==> src/rtl/htu_lookup.sv <==
// Tag-lookup stage feeding the HTU PLRU replacer: reads set meta, compares tags,
// touches the hit or victim way and returns one response per request.
module htu_lookup #(
  parameter int WAY_NUM   = 4,
  parameter int WAY_IDX_W = 2,
  parameter int SET_W     = 6,
  parameter int TAG_W     = 20,
  parameter int META_W    = TAG_W + 2
) (
  input  logic                       clk,
  input  logic                       rst,
  input  logic                       req_valid,
  output logic                       req_ready,
  input  logic [SET_W-1:0]           req_set,
  input  logic [TAG_W-1:0]           req_tag,
  output logic                       meta_rd_en,
  output logic [SET_W-1:0]           meta_rd_set,
  input  logic [WAY_NUM*META_W-1:0]  meta_rd_data,
  output logic [SET_W-1:0]           replace_set,
  output logic [WAY_NUM*META_W-1:0]  replace_meta,
  input  logic [WAY_IDX_W-1:0]       replace_way,
  output logic                       replace_access_valid,
  output logic [SET_W-1:0]           replace_access_set,
  output logic [WAY_IDX_W-1:0]       replace_access_way,
  output logic                       resp_valid,
  input  logic                       resp_ready,
  output logic                       resp_hit,
  output logic [WAY_IDX_W-1:0]       resp_way,
  output logic                       resp_evict,
  output logic [TAG_W-1:0]           resp_evict_tag,
  output logic                       multi_hit_err
);

  typedef enum logic [2:0] {
    S_IDLE      = 3'd0,
    S_LOOKUP    = 3'd1,
    S_MISS_WAIT = 3'd2,
    S_MISS_SEL  = 3'd3,
    S_RESP      = 3'd4
  } state_t;

  state_t                      state_q;
  logic [SET_W-1:0]            set_q;
  logic [TAG_W-1:0]            tag_q;
  logic [WAY_NUM*META_W-1:0]   meta_q;
  logic                        resp_valid_q;
  logic                        resp_hit_q;
  logic [WAY_IDX_W-1:0]        resp_way_q;
  logic                        resp_evict_q;
  logic [TAG_W-1:0]            resp_evict_tag_q;
  logic                        multi_hit_err_q;

  logic [WAY_NUM-1:0]          hit_vec;
  logic                        hit_any;
  logic                        multi_hit;
  logic [WAY_IDX_W-1:0]        hit_way;
  logic [META_W-1:0]           victim_meta;
  logic                        victim_evict;

  // Tag compare works on the raw array output: it is only valid in LOOKUP.
  always_comb begin
    hit_vec = '0;
    hit_way = '0;
    for (int i = 0; i < WAY_NUM; i++) begin
      hit_vec[i] = meta_rd_data[i*META_W + META_W - 1] &&
                   (meta_rd_data[i*META_W +: TAG_W] == tag_q);
    end
    for (int i = WAY_NUM - 1; i >= 0; i--) begin
      if (hit_vec[i]) hit_way = WAY_IDX_W'(i);
    end
  end

  assign hit_any   = |hit_vec;
  assign multi_hit = (hit_vec & (hit_vec - WAY_NUM'(1))) != '0;

  always_comb begin
    victim_meta = '0;
    for (int i = 0; i < WAY_NUM; i++) begin
      if (replace_way == WAY_IDX_W'(i)) victim_meta = meta_q[i*META_W +: META_W];
    end
  end

  assign victim_evict = victim_meta[META_W-1] & victim_meta[META_W-2];

  always_ff @(posedge clk) begin
    if (rst) begin
      state_q          <= S_IDLE;
      set_q            <= '0;
      tag_q            <= '0;
      meta_q           <= '0;
      resp_valid_q     <= 1'b0;
      resp_hit_q       <= 1'b0;
      resp_way_q       <= '0;
      resp_evict_q     <= 1'b0;
      resp_evict_tag_q <= '0;
      multi_hit_err_q  <= 1'b0;
    end else begin
      case (state_q)
        S_IDLE: begin
          if (req_valid) begin
            set_q   <= req_set;
            tag_q   <= req_tag;
            state_q <= S_LOOKUP;
          end
        end
        S_LOOKUP: begin
          meta_q <= meta_rd_data;
          if (hit_any) begin
            resp_valid_q     <= 1'b1;
            resp_hit_q       <= 1'b1;
            resp_way_q       <= hit_way;
            resp_evict_q     <= 1'b0;
            resp_evict_tag_q <= '0;
            if (multi_hit) multi_hit_err_q <= 1'b1;
            state_q <= S_RESP;
          end else begin
            state_q <= S_MISS_WAIT;
          end
        end
        // Replacer registers its victim from meta_q during this cycle.
        S_MISS_WAIT: state_q <= S_MISS_SEL;
        S_MISS_SEL: begin
          resp_valid_q     <= 1'b1;
          resp_hit_q       <= 1'b0;
          resp_way_q       <= replace_way;
          resp_evict_q     <= victim_evict;
          resp_evict_tag_q <= victim_evict ? victim_meta[TAG_W-1:0] : '0;
          state_q          <= S_RESP;
        end
        S_RESP: begin
          if (resp_ready) begin
            resp_valid_q <= 1'b0;
            state_q      <= S_IDLE;
          end
        end
        default: state_q <= S_IDLE;
      endcase
    end
  end

  assign req_ready   = (state_q == S_IDLE);
  assign meta_rd_en  = req_ready & req_valid & ~rst;
  assign meta_rd_set = req_set;

  assign replace_set  = set_q;
  assign replace_meta = meta_q;

  assign replace_access_valid = ~rst & (((state_q == S_LOOKUP) & hit_any) |
                                        (state_q == S_MISS_SEL));
  assign replace_access_set   = set_q;
  assign replace_access_way   = (state_q == S_MISS_SEL) ? replace_way : hit_way;

  assign resp_valid     = resp_valid_q;
  assign resp_hit       = resp_hit_q;
  assign resp_way       = resp_way_q;
  assign resp_evict     = resp_evict_q;
  assign resp_evict_tag = resp_evict_tag_q;
  assign multi_hit_err  = multi_hit_err_q;

endmodule

==> config.mk <==
export PLATFORM = sky130hd
export DESIGN_NAME = htu_lookup
export DESIGN_NICKNAME = d
export VERILOG_FILES = /design/src/rtl/htu_lookup.sv
export SDC_FILE = /design/constraint.sdc
export NUM_CORES = 1
export LEC_CHECK = 0
export CAP_MARGIN = 40
export CORE_MARGIN = 2
export CORE_UTILIZATION = 40
export DETAILED_ROUTE_END_ITERATION = 10
export DONT_BUFFER_PORTS = 1
export GPL_TIMING_DRIVEN = 0
export SETUP_SLACK_MARGIN = 0.05
export SYNTH_ARGS = -nofsm -noshare
export SYNTH_HDL_FRONTEND = slang
export SYNTH_SLANG_ARGS = --single-unit
==> constraint.sdc <==
create_clock -name clk -period 2.8 [get_ports clk]
set_input_delay 0.56 -clock clk [delete_from_list [all_inputs] [get_ports clk]]
set_output_delay 0.56 -clock clk [all_outputs]
set_load 0.05 [all_outputs]
==> results.md <==
* R2r setup slk at 0.24 ns
* Met3 routed WL at 2.22 mm
* Io pins at 257
* Detailed-route via count at 5980
* Cell variety after synth at 46
* Number of synthesized flops with an enable pin at 0
* First-pass GRT wire length at 36.5 mm
* Crit Path Max Fanout at 5
* CP required at 2.24 ns
* Worst-path clk slew at 0.06 ns
* Top-area cell type share of the netlist area at 0.409
* Clk_lat worst skew at 0.43 ns
* Worst Skew at 0.00686 ns
* TritonCTS clock tree: done
* Initial antenna violation count at 1
* Core area at 0.0172 mm²
* Ant. Diodes at 0
* Final Hold Slack at 0.254 ns
* Main flop type after synthesis: dfxtp_1
* Syn. warnings at 0
* Max_cap viols at 0
* Peak supply drop at 0.433 mV
* # rows at 48
* Slew HR at 0.503
* Gate Count Post-Synth at 826
* Vert. Die Dim at 136 µm
* Antenna-violating nets left at 0
* Largest net degree at the start of global routing at 17
* Vias in the first global route at 5709
* Remaining global-route overflow at 0
* DR DRC count at 0
* Metal2 WL at 12.3 mm
* Clk sinks at 143
* Clk root buf: clkbuf_16
* Drt total wl at 25.8 mm
* Fin worst setup slack at -0.358 ns
* Crit path kind: flop to output port
* Share of layout cells above drive strength 1 at 0.199
* P&R area growth vs syn at 20.1%
* Drt first pass iters at 5
* Tot Pwr at 6.08 mW
* Final Max Tran Viols at 0
* Full die area at 0.0186 mm²
* Net count, final at 967
* Period utilization at 1.13
* Post-DR wirelength/cell at 23.8 µm
* Syn Nets at 946
* Initial Util at 0.406
* Die X-Extent at 136 µm
* Endpoints failing hold at 0
* Data arrival, critical path at 2.60 ns
* DR iter-0 viols at 450
* Total track usage at 0.276
* Fmax at 317 MHz
* RSZ-0062 raised after global routing: true
* Synthesized area per cell at 8.48 µm²
* Worst min path class: input pin to flop
* Most frequent cells in the layout: nand2_1 (243), dfxtp_1 (129), a21oi_1 (119)
* Static leakage at 2.88 nW
* Clock buffer depth at 2
* CP startpoint kind: flop
* Outcome: finished with violations
* Most common cell after layout, fill and taps aside: nand2_1
* Slew @ Worst Pin at 0.744 ns
* H-tree depth at 4
* Top cell type by total area after synthesis: dfxtp_1
* Post-DP HPWL at 20.4 mm
* Power per cell area at 723 mW/mm²
* Setup crit end kind: output port
* Port-buffer cells at 0
* Num CTS Buffers at 17
* Final setup viols at 3
* Pre-CTS setup slack at -0.292 ns
* Cell Area, Synth at 0.00701 mm²
* Post-Route M1 WL at 10.5 mm
* Final worst path period need at 3.16 ns
* Failing checks: setup timing
* Final GP Congestion at 0.949
* Synth Register Bits at 143
* Async SR Flop Fraction at 0
* Final core occ at 0.488
* Via density at 5.52
* Main area contributors after synthesis: dfxtp_1 (41%), nand2_1 (13%), a21oi_1 (8.5%)
* Sequential area share after synthesis at 0.409
* DR top layer: met4
-- path summary, 6_finish.rpt --
kind / startpoint / end / cells after the start
max: tag_q[6]$_SDFFE_PP0P_ / replace_access_way[1] / 7
min: req_tag[0] / tag_q[0]$_SDFFE_PP0P_ / 2
max reg2reg: state_q[0]$_SDFFE_PP0P_ / replace_meta[43]$_SDFFE_PP0P_ / 8
min reg2reg: tag_q[9]$_SDFFE_PP0P_ / tag_q[9]$_SDFFE_PP0P_ / 2
-- per-stage QoR --
stage                     std cells  setup TNS [ns]  instance area, µm²
after CTS                      1082          -0.858                8260
after floorplan                 826               0                7040
final                          1084          -0.788                8420
after global placement         1051           -4.22                7320
after global routing           1084           -1.03                8420
after detailed placement       1054          -0.927                7350
-- worst max-delay path, cell delays in order, from the launching register on --
cell and delay (ns):
dfxtp_2 0.31, buf_6 0.13, xnor2_4 0.15, nand2_1 0.07
or3b_4 0.37, or4_4 0.55, a21o_4 0.24, o21ai_4 0.35
-- cells by family (layout without fill, tap and decap cells) --
family                     count (synthesis)  in the layout  synth area share
xor gates and xnor gates                  81             81             0.107
DFF                                      143            143             0.409
AOI/OAI and AO/OA                        154            154             0.145
and+or+nand+nor                          322            322             0.203
muxes                                     21             21            0.0659
adders and majority gates                  1              1           0.00161
buffers and inverters                    104            137            0.0700
-- routing by layer --
| metal | GRT usage | up-vias |
|---|---|---|
| met5 | 0 | - |
| met4 | 0.123 | 0 |
| met3 | 0.0880 | 51 |
| met2 | 0.442 | 280 |
| met1 | 0.339 | 2836 |
| li1 | - | 2813 |
-- state kept, by name, summed over array words and instances (netlist names) --
register and count:
tag_q 20, resp_hit 1, resp_way 2, multi_hit_err 1, replace_meta 88, resp_evict_tag 20, replace_access_set 6, resp_valid 1
state_q 3, resp_evict 1
-- cell usage after synthesis (5+ instances only) --
library cell / instances
a21oi_1: 119
buf_2: 8
buf_4: 12
buf_6: 6
clkbuf_1: 54
dfxtp_1: 143
inv_1: 22
mux4_2: 20
nand2_1: 244
nand3_1: 11
nand4_1: 25
nor2_1: 5
nor3_1: 5
nor4_1: 11
o2bb2ai_2: 20
xnor2_1: 55
xnor2_2: 5
xor2_1: 21
-- final cells by class --
type                       count  area [µm²]
fill                        1664        8820
multi-input combinational    579        3980
sequential                   143        2900
clock buffer                  20         457
buffer                        69         370
tap                          225         282
clock inverter                11         211
timing repair buffer          15         140
inverter                      22        82.6
-- power by group --
part	leakage (nW)	total (mW)	switching (mW)	internal, mW
sequential	1.17	2.59	0.441	2.15
clock	0.326	2.60	0.895	1.71
combinational	1.39	0.888	0.540	0.349
total	2.88	6.08	1.88	4.21
-- repair_timing --
item,4_1_cts,5_1_grt
pin swaps,20,15
hold buffers,0,0
endpoints found under the setup margin,5,4
gates cloned,0,0
buffers inserted,9,3
gates resized for setup,44,28
(Power assumes the default switching activity.)
